File: src/rtl/sub_pkg.sv
// Shared types for the bit-serial subtractor.
// Holds the controller state encoding and the default operand width.
package sub_pkg;

  localparam int DEF_WIDTH = 8;

  typedef enum logic [1:0] {
    IDLE = 2'd0,
    RUN  = 2'd1,
    DONE = 2'd2
  } state_t;

endpackage

File: src/rtl/full_sub.sv
// One-bit full subtractor: diff = a - b - bin, bout = borrow out.
// Ports: a, b, bin in; diff, bout out. Purely combinational.
module full_sub (
  input  logic a,
  input  logic b,
  output logic diff,
  input  logic bin,
  output logic bout
);

  assign diff = a ^ b ^ bin;
  assign bout = (~a & (b | bin)) | (b & bin);

endmodule

File: src/rtl/serial_sub_ctrl.sv
// Bit-serial a - b over WIDTH cycles, LSB first, via one full_sub.
// Ports: clk, rst, start, a, b in; busy, done, diff, bout out.
module serial_sub_ctrl
  import sub_pkg::*;
#(
  parameter int WIDTH = DEF_WIDTH
) (
  input  logic             clk,
  input  logic             rst,
  input  logic             start,
  input  logic [WIDTH-1:0] a,
  input  logic [WIDTH-1:0] b,
  output logic             busy,
  output logic             done,
  output logic [WIDTH-1:0] diff,
  output logic             bout
);

  localparam int CW = $clog2(WIDTH);

  state_t state;
  state_t nxt;

  logic [WIDTH-1:0] a_sh;
  logic [WIDTH-1:0] b_sh;
  logic [WIDTH-2:0] r_sh;
  logic [WIDTH-1:0] r_nxt;
  logic [CW-1:0]    cnt;
  logic             brw;
  logic             cdiff;
  logic             cbout;
  logic             last;

  full_sub u_cell (
    .a    (a_sh[0]),
    .b    (b_sh[0]),
    .diff (cdiff),
    .bin  (brw),
    .bout (cbout)
  );

  assign last  = (cnt == CW'(WIDTH - 1));
  // r_sh keeps the bits already produced; the new bit enters at the MSB
  assign r_nxt = {cdiff, r_sh};

  always_ff @(posedge clk) begin
    if (rst) begin
      state <= IDLE;
    end else begin
      state <= nxt;
    end
  end

  always_comb begin
    nxt = state;
    unique case (state)
      IDLE:    if (start) nxt = RUN;
      RUN:     if (last) nxt = DONE;
      DONE:    nxt = IDLE;
      default: nxt = IDLE;
    endcase
  end

  always_ff @(posedge clk) begin
    if (rst) begin
      a_sh <= '0;
      b_sh <= '0;
      r_sh <= '0;
      brw  <= 1'b0;
      cnt  <= '0;
      diff <= '0;
      bout <= 1'b0;
    end else begin
      unique case (state)
        IDLE: begin
          if (start) begin
            a_sh <= a;
            b_sh <= b;
            brw  <= 1'b0;
            cnt  <= '0;
          end
        end
        RUN: begin
          a_sh <= a_sh >> 1;
          b_sh <= b_sh >> 1;
          r_sh <= r_nxt[WIDTH-1:1];
          brw  <= cbout;
          cnt  <= cnt + CW'(1);
          if (last) begin
            diff <= r_nxt;
            bout <= cbout;
          end
        end
        default: ;
      endcase
    end
  end

  assign busy = (state == RUN);
  assign done = (state == DONE);

endmodule

File: config.mk
export PLATFORM = sky130hd
export DESIGN_NAME = serial_sub_ctrl
export DESIGN_NICKNAME = d
export VERILOG_FILES = /design/src/rtl/sub_pkg.sv /design/src/rtl/full_sub.sv /design/src/rtl/serial_sub_ctrl.sv
export SDC_FILE = /design/constraint.sdc
export NUM_CORES = 1
export LEC_CHECK = 0
export ABC_CLOCK_PERIOD_IN_PS = 1900
export BUFFER_PORTS_ARGS = -buffer_cell sky130_fd_sc_hd__buf_4
export CORE_MARGIN = 4
export CORE_UTILIZATION = 55
export DETAILED_ROUTE_END_ITERATION = 7
export PLACE_DENSITY = 0.89
export SETUP_SLACK_MARGIN = 0.05
export SLEW_MARGIN = 10
export SYNTH_ARGS = -nofsm -noshare
export SYNTH_HDL_FRONTEND = slang
export SYNTH_SLANG_ARGS = --single-unit
export TNS_END_PERCENT = 1
File: constraint.sdc
create_clock -name clk -period 1.9 [get_ports clk]
set_input_delay 0.095 -clock clk [delete_from_list [all_inputs] [get_ports clk]]
set_output_delay 0.095 -clock clk [all_outputs]
set_load 0.05 [all_outputs]
# Yosys cells after proc, flatten, opt, wreduce, memory -nomap -nowiden
# Index checks and enable logic that the tools add are counted.
[op_classes]
add_sub_neg = 1
n_eq_ne = 5
mux = 11
bitwise_logic = 7
n_reduce_logical = 5
[ops]
columns = ["cell", "n"]
rows = [
  ["8-bit one-hot mux with 2 select lines", 2],
  ["8-bit 2-to-1 mux", 2],
  ["3-bit one-hot mux with 2 select lines", 1],
  ["2-bit AND reduction", 3],
  ["2-bit 2-to-1 mux", 2],
  ["2-bit one-hot mux with 2 select lines", 1],
  ["3-bit by 1-bit adder with 3-bit output, second input constant", 1],
  ["3-bit equality test, second input constant", 1],
  ["3-bit 2-to-1 mux", 1],
  ["1-bit AND", 2],
  ["2-bit by 1-bit equality test with 1-bit output, second input constant", 1],
  ["2-bit equality test, second input constant", 1],
  ["2-bit zero test", 1],
  ["2-bit by 1-bit inequality test with 1-bit output, second input constant", 1],
  ["2-bit inequality test, second input constant", 1],
  ["1-bit bitwise OR", 2],
  ["1-bit one-hot mux with 2 select lines", 1],
  ["2-bit nonzero test", 1],
  ["1-bit XOR", 2],
  ["1-bit 2-to-1 mux", 1],
  ["1-bit inverter", 1],
]
[word_totals]
reg_bits = 38
in_bits = 19
out_inout_bits = 11
elab_cells = 37

# Logic depth before layout (Yosys ltp)
[depth]
ltp_word = 4
mapped_depth = 6
mapped_depth_nobuf = 5

# Modules after synthesis
# From an unflattened synthesis, not the netlist that was laid out.
[unflattened]
cells_unflattened = 169
hier_area_um2 = 1607.8
[modules_own_cells]
columns = ["module", "instances", "cells_per_inst", "area_per_inst_um2", "seq_area_each_um2"]
rows = [
  ["serial_sub_ctrl", 1, 166, 1580.3, 760.7],
  ["full_sub", 1, 3, 27.5, 0.0],
]

# Least setup slack after synthesis
# OpenSTA, ideal clock, no wires.
[synth_path]
kind = "reg2out"
startpoint = "reg state[0]"
endpoint = "out done"
arrival_ns = 1.335
required_time_ns = 1.805
path_slack_ns = 0.470
stages_incl_launch_ff = 4
n_path_buf = 2
cell_sequence = "dfxtp_1 > buf_6 > buf_12 > nor2b_1"
[synth_via]
elab_chain_cells = 1
[synth_rtl]
columns = ["element", "line_no", "source"]
rows = [
  ["from (decl)", "serial_sub_ctrl.sv:21", "state_t state;"],
  ["from (signal assigned)", "serial_sub_ctrl.sv:50", "state <= nxt;"],
  ["2-bit equality test", "serial_sub_ctrl.sv:100", "assign done = (state == DONE);"],
  ["to (decl)", "serial_sub_ctrl.sv:14", "output logic done,"],
]
# Every way passes these cells.

# Worst setup path after layout
[layout_path]
startpoint = "reg state[0]"
endpoint = "out busy"
[layout_via]
elab_chain_cells = 1
[layout_rtl]
columns = ["element", "line_no", "source"]
rows = [
  ["2-bit by 1-bit equality test with 1-bit output", "serial_sub_ctrl.sv:99", "assign busy = (state == RUN);"],
  ["to (decl)", "serial_sub_ctrl.sv:13", "output logic busy,"],
]
# Every way passes these cells.

==> impl_metrics.toml <==
[outcome]
status = "finished clean"

[drt]
wl_met3_um = 134
via_per_inst = 5.31
drc = 0
first_pass_iters = 4
drt_iter0_drc = 49
drt-wirelength-per-cell_um = 12.8
topRoutingLayerUsed = "met4"
m1WireLength_um = 1260
antenna_left = 0
wl_met2_um = 1440
finalWirelength_um = 2890
vias = 1195

[floorplan]
rows = 19
core_um2 = 2760
initial_utilization = 0.575
die_y_um = 61.7
io_pins = 30
chipWidth_um = 61.7
fp.dieArea_um2 = 3810

[critical_path]
arrival_ns = 1.48
worst-setup-path-type = "register to primary output"
crit_slowest_cell = "dfxtp_1"
r2r-end = "b_sh[3]"
reg2reg_slack_ns = 0.41
cp-endpoint = "busy"
crit_start = "state[0]"
reg2reg_depth = 3
critical_path.cell_chain = "buf_4 > nand2b_4 > clkinvlp_4 > buf_4"
r2r_start = "state[0]"
cp_top_family = "buffers and inverters"
cp_common_cell = "buf_4"
crit_buf_inv = 3
worst_setup_path_start_kind = "register"
worstSetupEndpointType = "primary output"
crit_required_ns = 1.80
crit_path_max_incr_delay_ns = 0.45
crit_cells = 4
crit_fanout = 13

[placed_design]
place.gp.congestion = 0.712
post-place-cells = 216
dp_hpwl_um = 2070
placed_cell_area_um2 = 1770
numPortBuffers = 29

[synth]
synth_nets = 187
async_flop_share = 0
yosysMostFrequentCell = "dfxtp_1"
netlist_area_um2 = 1590
yosys.area.top_type = "dfxtp_1"
synth_edf_count = 0
ys_ff_latch = 38
ys_types = 23
ys.warnings.count = 0
synth_area_leaders = "dfxtp_1 48%, mux2i_1 9.5%, nand2_1 6.6%"
synthCells = 165
synth_top_area_frac = 0.480
synth_ff_type = "dfxtp_1"
avgSynthCellArea_um2 = 9.61
ys_seq_area_frac = 0.480
ys_top_cells_by_count = "38 x dfxtp_1, 28 x nand2_1, 23 x nor2_1"

[timing]
max_freq_ghz = 0.634
rsz0062_at_grt = "false"
setup_violations = 0
slew_violations = 0
finClkSkew_ns = 0.0116
hold_ws_ns = 0.00950
hold_violations = 0
fin_tns_setup_ns = 0
period_share = 0.831
relSlewSlack = 0.591
period_needed_ns = 1.58
worst_pin_slew_ns = 0.614

[power_and_ir_drop]
finalPower_mw = 1.48
p_leak_nw = 0.736
max-vdd-ir-drop_uv = 648
powerDensity_nw_per_um2 = 801

[clock_network]
cts_tree = "yes"
cts.clk_slew.worst_paths_ns = 0.11
clockBufferDepth = 2
cts.sink_count = 38
numCtsBuffers = 5
worstSkewPairLatency_ns = 0.34
cts_max_level = 2
post-cts-setup-buffers = 0
clock-root-buffer = "clkbuf_4"

[global_routing]
grt_max_degree = 39
grt_antenna_before_repair = 0
grt_pass1_vias = 1117
overflow = 0
track_usage = 0.174
grt_first_pass_wirelength_um = 4860

[final_layout]
antenna_cells = 0
final_net_count = 215
drive_gt1_frac = 0.253
synthToLayoutAreaGrowth_pct = 16.3
final_cells = 225
stdcell_area_um2 = 1840

[run]
maxCapViolCount = 0

[min_path]
hold_class = "input port to register"
[kinds of logic after synthesis]
kind of cell             Yosys count  share of synthesized area
multiplexers                      15                     0.0947
flip-flops                        38                      0.480
AND/OR/NAND/NOR                   57                      0.152
adder cells (fa/ha/maj)            3                     0.0284
buffers and inverters             14                     0.0639
AO/OA/AOI/OAI                     38                      0.182
[layer usage]
metal  vias to the layer above  GRT usage
li1                        627          -
met1                       543      0.211
met2                        20      0.287
met3                         5     0.0482
met4                         0     0.0788
met5                         -          0
[power by group]
part	leakage [nW]	internal [mW]	switching, mW
Sequential	0.311	0.833	0.0226
Clock	0.0343	0.178	0.262
Combinational	0.391	0.0851	0.0967
[worst reg2reg max path, cell delays in order, from the launching register on]
cell and delay, ns:
dfxtp_1 0.45, o21ba_2 0.58, nor2_1 0.09, a211oi_1 0.28
[timing repair]
action / 4_1_cts / 5_1_grt
endpoints found under the setup margin: 0 / 1
hold buffers: 1 / 0
endpoints found under the hold margin: 1 / 0
gates resized for setup: 0 / 1
[state kept, by name, indices dropped and copies added, names as in the netlist]
register / count
brw: 1
cnt: 3
diff: 8
state: 2
r_sh: 7
b_sh: 8
a_sh: 8
bout: 1
[final cells by class]
class,instances,area [um2]
fillers,214,913
flip-flops and latches,38,761
multi-input cells,113,723
repair buffers,32,243
clock buffers,6,51.3
well taps,31,38.8
inverters,3,15.0
clock inverters,2,12.5
[through the flow]
step	setup slack, ns	utilization
3_5_place_dp	0.424	0.641
2_1_floorplan	0.470	-
4_1_cts	0.199	0.667
5_1_grt	0.204	0.669
3_3_place_gp	0.525	0.641
6_report	0.322	0.669
[worst min-delay path by stage]
stage | startpoint | end | slack (ns) | cells after the start
2_1_floorplan | a[7] | a_sh[7] | 0.24 | 2
3_3_place_gp | b[7] | b_sh[7] | 0.34 | 3
3_5_place_dp | b[7] | b_sh[7] | 0.35 | 3
4_1_cts | a[7] | a_sh[7] | 0.006 | 3
5_1_grt | a[7] | a_sh[7] | 0.02 | 3
6_report | a[7] | a_sh[7] | 0.009 | 3
[cells in the final DEF, fill, tap and decap left out, drive strengths merged, types with 2 or more instances in the layout]
cell type   n
a211oi     17
a21oi      14
a22oi       5
buf        31
clkbuf      6
clkinvlp    2
dfxtp      38
ha          2
inv         2
mux2i      15
nand2      28
nor2       23
Power figures use the tool's default switching activity.
